### config.mk
export PLATFORM = sky130hd
export DESIGN_NAME = l2_arbiter
export DESIGN_NICKNAME = d
export VERILOG_FILES = /design/src/rtl/l2_arb_pkg.sv /design/src/rtl/l2_arb_rr.sv /design/src/rtl/l2_arbiter.sv
export SDC_FILE = /design/constraint.sdc
export NUM_CORES = 1
export LEC_CHECK = 0
export BUFFER_PORTS_ARGS = -buffer_cell sky130_fd_sc_hd__buf_4
export CORE_AREA = 3 3 542 544
export CTS_CLUSTER_DIAMETER = 200
export DETAILED_ROUTE_END_ITERATION = 10
export DIE_AREA = 0 0 545 547
export PLACE_DENSITY = 0.3
export SLEW_MARGIN = 20
export SYNTH_ARGS = -nofsm -noshare
export SYNTH_HDL_FRONTEND = slang
export SYNTH_SLANG_ARGS = --single-unit
### constraint.sdc
create_clock -name clk -period 21.5 [get_ports clk]
set_input_delay 4.3 -clock clk [delete_from_list [all_inputs] [get_ports clk]]
set_output_delay 4.3 -clock clk [all_outputs]
set_load 0.005 [all_outputs]
### src/rtl/l2_arb_pkg.sv
// Shared types and constants for the L2 port arbiter between the L1 I-cache and D-cache.
package l2_arb_pkg;

    localparam int S_OFFSET = 5;
    localparam int S_ADDR   = 32;
    localparam int S_LINE   = 8 * (2 ** S_OFFSET);

    localparam logic GRANT_I = 1'b0;
    localparam logic GRANT_D = 1'b1;

    typedef enum logic [1:0] {
        IDLE,
        SERVE_I,
        SERVE_D
    } arb_state_t;

    function automatic arb_state_t serve_state(input logic grant);
        return (grant == GRANT_D) ? SERVE_D : SERVE_I;
    endfunction

endpackage

### src/rtl/l2_arb_rr.sv
// Two-way round-robin pick: a lone requester wins, a tie goes to the side not granted last.
module l2_arb_rr
    import l2_arb_pkg::*;
(
    input  logic [1:0] req,
    input  logic       last_grant,
    output logic       grant,
    output logic       valid
);

    always_comb begin
        valid = |req;
        grant = GRANT_I;
        case (req)
            2'b01:   grant = GRANT_I;
            2'b10:   grant = GRANT_D;
            2'b11:   grant = ~last_grant;
            default: grant = GRANT_I;
        endcase
    end

endmodule

### src/rtl/l2_arbiter.sv
// Shares the single L2 port between the L1 I-cache and D-cache, one line transaction at a time.
module l2_arbiter
    import l2_arb_pkg::*;
#(
    parameter int s_offset = S_OFFSET,
    parameter int s_addr   = S_ADDR,
    localparam int s_line  = 8 * (2 ** s_offset)
) (
    input  logic              clk,
    input  logic              rst,

    input  logic              i_read,
    input  logic [s_addr-1:0] i_addr,
    output logic [s_line-1:0] i_rdata,
    output logic              i_resp,

    input  logic              d_read,
    input  logic              d_write,
    input  logic [s_addr-1:0] d_addr,
    input  logic [s_line-1:0] d_wdata,
    output logic [s_line-1:0] d_rdata,
    output logic              d_resp,

    output logic              l2_read,
    output logic              l2_write,
    output logic [s_addr-1:0] l2_addr,
    output logic [s_line-1:0] l2_wdata,
    input  logic [s_line-1:0] l2_rdata,
    input  logic              l2_resp
);

    arb_state_t        state, state_next;
    logic              last_grant, last_grant_next;
    logic              l2_read_next, l2_write_next;
    logic [s_addr-1:0] l2_addr_next;
    logic [s_line-1:0] l2_wdata_next;
    logic              rr_grant, rr_valid;

    l2_arb_rr u_rr (
        .req        ({d_read | d_write, i_read}),
        .last_grant (last_grant),
        .grant      (rr_grant),
        .valid      (rr_valid)
    );

    // The L2 request is always driven from these registers so requester inputs
    // may change freely while a transaction is outstanding.
    always_ff @(posedge clk or posedge rst) begin
        if (rst) begin
            state      <= IDLE;
            last_grant <= GRANT_D;
            l2_read    <= 1'b0;
            l2_write   <= 1'b0;
            l2_addr    <= '0;
            l2_wdata   <= '0;
        end else begin
            state      <= state_next;
            last_grant <= last_grant_next;
            l2_read    <= l2_read_next;
            l2_write   <= l2_write_next;
            l2_addr    <= l2_addr_next;
            l2_wdata   <= l2_wdata_next;
        end
    end

    always_comb begin
        state_next      = state;
        last_grant_next = last_grant;
        l2_read_next    = l2_read;
        l2_write_next   = l2_write;
        l2_addr_next    = l2_addr;
        l2_wdata_next   = l2_wdata;
        i_resp          = 1'b0;
        d_resp          = 1'b0;
        i_rdata         = '0;
        d_rdata         = '0;

        case (state)
            IDLE: begin
                if (rr_valid) begin
                    state_next = serve_state(rr_grant);
                    if (rr_grant == GRANT_D) begin
                        // A simultaneous read and writeback from the D-cache performs only the write.
                        l2_write_next = d_write;
                        l2_read_next  = ~d_write;
                        l2_addr_next  = d_addr;
                        l2_wdata_next = d_wdata;
                    end else begin
                        l2_write_next = 1'b0;
                        l2_read_next  = 1'b1;
                        l2_addr_next  = i_addr;
                        l2_wdata_next = '0;
                    end
                end
            end

            SERVE_I: begin
                if (l2_resp) begin
                    i_resp          = 1'b1;
                    i_rdata         = l2_rdata;
                    l2_read_next    = 1'b0;
                    l2_write_next   = 1'b0;
                    last_grant_next = GRANT_I;
                    state_next      = IDLE;
                end
            end

            SERVE_D: begin
                if (l2_resp) begin
                    d_resp          = 1'b1;
                    d_rdata         = l2_rdata;
                    l2_read_next    = 1'b0;
                    l2_write_next   = 1'b0;
                    last_grant_next = GRANT_D;
                    state_next      = IDLE;
                end
            end

            default: begin
                state_next    = IDLE;
                l2_read_next  = 1'b0;
                l2_write_next = 1'b0;
            end
        endcase
    end

endmodule

# Word level (Yosys, flattened, before mapping)
# Cells that the tools add are included.
dict set report word_totals {
  in_bits 582
  regBits 293
  word_cells 46
  out_inout_bits 804
}
dict set report op_classes {
  n_eq_ne 8
  n_mux 22
  n_bitwise 3
  reduce_logical 7
}
# operator count
set ops {}
lappend ops {{$mux 256} 4}
lappend ops {{$mux 32} 1}
lappend ops {{$mux 1} 9}
lappend ops {{$pmux 1 s2} 4}
lappend ops {{$eq 2x2->1 const B} 3}
lappend ops {{$mux 2} 3}
lappend ops {{$ne 2x2->1 const B} 3}
lappend ops {{$pmux 2 s2} 1}
lappend ops {{$reduce_and 2->1} 2}
lappend ops {{$reduce_or 2->1} 2}
lappend ops {{$reduce_and 3->1} 1}
lappend ops {{$eq 2x1->1 const B} 1}
lappend ops {{$logic_not 2->1} 1}
lappend ops {{$ne 2x1->1 const B} 1}
lappend ops {{$not 1->1} 2}
lappend ops {{$reduce_bool 2->1} 1}
lappend ops {{$or 1x1->1} 1}

# Depth between registers and ports, before layout
dict set report logic_depth {
  word_depth 6
  mapped_depth 8
}

# By module
# Synthesis repeated with hierarchy kept, for this count alone.
dict set report unflattened {
  cells_unflattened 1909
  hier_area_um2 15707.6
}
# mod area_per_inst_um2 instances cells_each seq_area_each_um2
set modules_own_cells {}
lappend modules_own_cells {l2_arbiter 15693.8 1 1907 7333.3}
lappend modules_own_cells {l2_arb_rr 13.8 1 2 0.0}

# Worst setup path after synthesis
# No wires, ideal clock.
dict set report synth_timing {
  kind {in2out}
  start {in l2_resp}
  end {out d_rdata[148]}
  path_buffers 3
  cell_stages 4
  path_slack_ns 11.989
  arrival_time_ns 5.211
  cell_sequence {clkbuf_1 clkbuf_1 clkbuf_1 and3_1}
}
dict set report synth_via {
  elab_chain_len 2
}
# element line_no
set synth_lines {}
lappend synth_lines {{start, declared} l2_arbiter.sv:29} ;# input logic l2_resp
lappend synth_lines {{$mux 256} l2_arbiter.sv:109} ;# if (l2_resp) begin
lappend synth_lines {{$mux 256} l2_arbiter.sv:78} ;# case (state)
lappend synth_lines {{end, declared} l2_arbiter.sv:21} ;# output logic [s_line-1:0] d_rdata,
# Every way passes these cells.

# Final worst setup path
dict set report layout_timing {
  start {in l2_resp}
  end {out i_resp}
}
dict set report layout_via {
  elab_chain_len 2
}
# element line_no
set layout_lines {}
lappend layout_lines {{$mux 1} l2_arbiter.sv:98} ;# if (l2_resp) begin
lappend layout_lines {{$mux 1} l2_arbiter.sv:78}
lappend layout_lines {{end, declared} l2_arbiter.sv:15} ;# output logic i_resp,
# Every way passes these cells.

==> flow_metrics.env <==
export IMPL_grt_overflow=0
export IMPL_synthAdderAreaFrac=0.00242
export IMPL_finalHoldViolations=0
export IMPL_routabilityCongestion=0.951
export IMPL_cp_start_kind="primary input"
export IMPL_end_kind="output pin"
export IMPL_drt_met1_wl_microns=65500
export IMPL_synthToLayoutAreaGrowth_pct=104
export IMPL_fin_nets=3732
export IMPL_worstPathCellList="buf_8, buf_4, buf_4, buf_4, nand2_1, inv_1, buf_4"
export IMPL_cts_buffer_depth=3
export IMPL_wl_per_cell_microns=24.1
export IMPL_top_layer_used="met5"
export IMPL_clk_pin_slew_ns=0.06
export IMPL_port_buffers=1385
export IMPL_finalMaxSlewViolations=0
export IMPL_yosysSeqAreaShare=0.473
export IMPL_drc=0
export IMPL_via_count=19600
export IMPL_cap_viol_max_count=0
export IMPL_grt_max_degree=171
export IMPL_cts_root_buf="clkbuf_16"
export IMPL_route_met3_wl_microns=19100
export IMPL_hold_depth=2
export IMPL_critPathArrivalTime_ns=7.86
export IMPL_syn_nets=2487
export IMPL_ys_ff_latch=293
export IMPL_cts_tree="built"
export IMPL_cp_slowest_cell="buf_4"
export IMPL_synthXorXnorAreaFrac=0
export IMPL_setup_viol=0
export IMPL_die_h_microns=547
export IMPL_critPathTopFamily="buffers and inverters"
export IMPL_whs_ns=0.476
export IMPL_power_leakage_nw=16.4
export IMPL_p_total_mw=3.51
export IMPL_powerDensity_nw_per_um2=111
export IMPL_synthTopCellsByArea="dfrtp_1, and3_1, nand2_1, o21ai_0, clkbuf_1"
export IMPL_most_common_layout_cells="buf_4, nand2_1, and3_1"
export IMPL_postRouteAntennaNets=0
export IMPL_dpl_hpwl_microns=148000
export IMPL_ys_warn_count=0
export IMPL_post_cts_setup_buffers=0
export IMPL_max_stage_delay_ns=0.81
export IMPL_synth_top_family_by_area="simple AND/OR/NAND/NOR gates"
export IMPL_synthMuxAreaShare=0.0207
export IMPL_worstMarginPinSlew_ns=0.994
export IMPL_grt_pass1_vias=20100
export IMPL_critical_path_depth=7
export IMPL_yosys_area_top_type="dfrtp_1"
export IMPL_reg2regPathDepth=9
export IMPL_grt_pass1_wl_microns=215000
export IMPL_fin_util=0.109
export IMPL_outcome="finished clean"
export IMPL_numClockSinks=293
export IMPL_min_period_ns=12.16
export IMPL_rsz0062_at_grt="no"
export IMPL_cts_buffers=43
export IMPL_hold_buffers=0
export IMPL_finClkSkew_ns=0.0274
export IMPL_synth_compound_area_frac=0.0992
export IMPL_antenna_found_initial=86
export IMPL_die_width_microns=545
export IMPL_critPathBufInv=6
export IMPL_irDropWorstVdd_mv=0.0708
export IMPL_avgViaCountPerCell=2.76
export IMPL_drt_iter0_markers=1090
export IMPL_yosys_area_top_type_share=0.472
export IMPL_syn_inst=1902
export IMPL_avgSynthCellArea_sq_um=8.15
export IMPL_mappedNetlistArea_sq_um=15500
export IMPL_std_cell_rows=198
export IMPL_ctsResizeCount=0
export IMPL_hold_path_class="reg -> reg"
export IMPL_critPathKind="in -> out"
export IMPL_fp_coreArea_sq_um=290000
export IMPL_setup_tns_ns=0
export IMPL_path_common_cell="buf_4"
export IMPL_insertion_delay_ns=0.62
export IMPL_max_freq_mhz=82.2
export IMPL_synthDistinctLibCells=21
export IMPL_synthSimpleGateAreaFrac=0.340
export IMPL_final_common_cell="buf_4"
export IMPL_start_util=0.0534
export IMPL_dieArea_sq_um=298000
export IMPL_required_ns=17.20
export IMPL_globalRouteTotalUtil=0.109
export IMPL_drt_first_pass_iters=4
export IMPL_wirelength_microns=171000
export IMPL_slew_headroom=0.337
export IMPL_ios=1386
export IMPL_fin_crit_sh=0.566
export IMPL_layout_drive_gt1_share=0.468
export IMPL_crit_path_max_fanout=130
export IMPL_htreeDepth=2
export IMPL_wl_met2_microns=78800
-- state kept, by name, indices dropped and copies added, names as in the netlist --
register / cells
state: 2
l2_write: 1
last_grant: 1
l2_read: 1
l2_wdata: 256
l2_addr: 32
-- per-layer routing --
| layer | vias up | global-route usage |
|---|---|---|
| li1 | 8956 | - |
| met1 | 9374 | 0.122 |
| met2 | 1086 | 0.181 |
| met3 | 215 | 0.0473 |
| met4 | 6 | 0.0388 |
| met5 | - | 0 |
-- layout make-up --
cell class,count,area (sq um)
diodes,20,50.0
clock buffers,60,1250
clock inverters,20,256
fillers,33800,258000
inverters,6,30.0
multi-input cells,1395,7210
flip-flops and latches,293,7330
well taps,3900,4880
repair buffers,1408,10600
-- report_power, final --
group | total (mW) | leakage, nW | switching [mW] | internal (mW)
clock | 0.765 | 0.740 | 0.308 | 0.457
sequential | 1.00 | 3.76 | 0.167 | 0.834
combinational | 1.75 | 11.9 | 1.03 | 0.721
total | 3.51 | 16.4 | 1.50 | 2.01
-- synth_stat cells, drive strengths merged --
| cell | count |
|---|---|
| a211o | 1 |
| buf | 60 |
| a21o | 1 |
| ha | 3 |
| nor3 | 1 |
| dfrtp | 292 |
| a2bb2oi | 1 |
| a22o | 1 |
| mux2i | 32 |
| o21ai | 289 |
| clkbuf | 148 |
| nand2 | 547 |
| dfstp | 1 |
| and3 | 512 |
| o31ai | 1 |
| inv | 6 |
| o2bb2ai | 4 |
| and2 | 2 |
-- worst register-to-register path, stage by stage, from the launching register on --
cell	delay, ns
dfrtp_1	0.41
inv_1	0.11
ha_1	0.26
o31ai_4	0.07
buf_4	0.56
buf_4	0.74
buf_12	0.61
buf_4	0.98
buf_4	0.86
o21ai_0	0.33
-- through the flow --
stage / std cells / instance area [sq um] / setup slack [ns]
after floorplan: 1902 / 15500 / 9.11
after global placement: 7002 / 30100 / 9.64
after detailed placement: 7002 / 30100 / 9.54
after CTS: 7082 / 31600 / 9.55
after global routing: 7092 / 31600 / 9.13
final: 7102 / 31600 / 9.34
-- cell families after synthesis --
kind of cell,count (synthesis)
DFF,293
buffers and inverters,214
AOI/OAI and AO/OA,298
and+or+nand+nor,1062
adders and majority gates,3
muxes,32
-- worst paths after layout --
| kind | start | endpoint | slack [ns] |
|---|---|---|---|
| min in group asynchronous | rst | l2_wdata[173] | 3.91 |
| min reg2reg | l2_wdata[206] | l2_wdata[206] | 0.48 |
| max | l2_resp | i_resp | 9.34 |
| max reg2reg | state[0] | l2_wdata[60] | 16.42 |
| min | l2_wdata[206] | l2_wdata[206] | 0.48 |
| max in group asynchronous | rst | l2_wdata[76] | 16.10 |
Note: power is estimated with default switching activity, not from simulation.
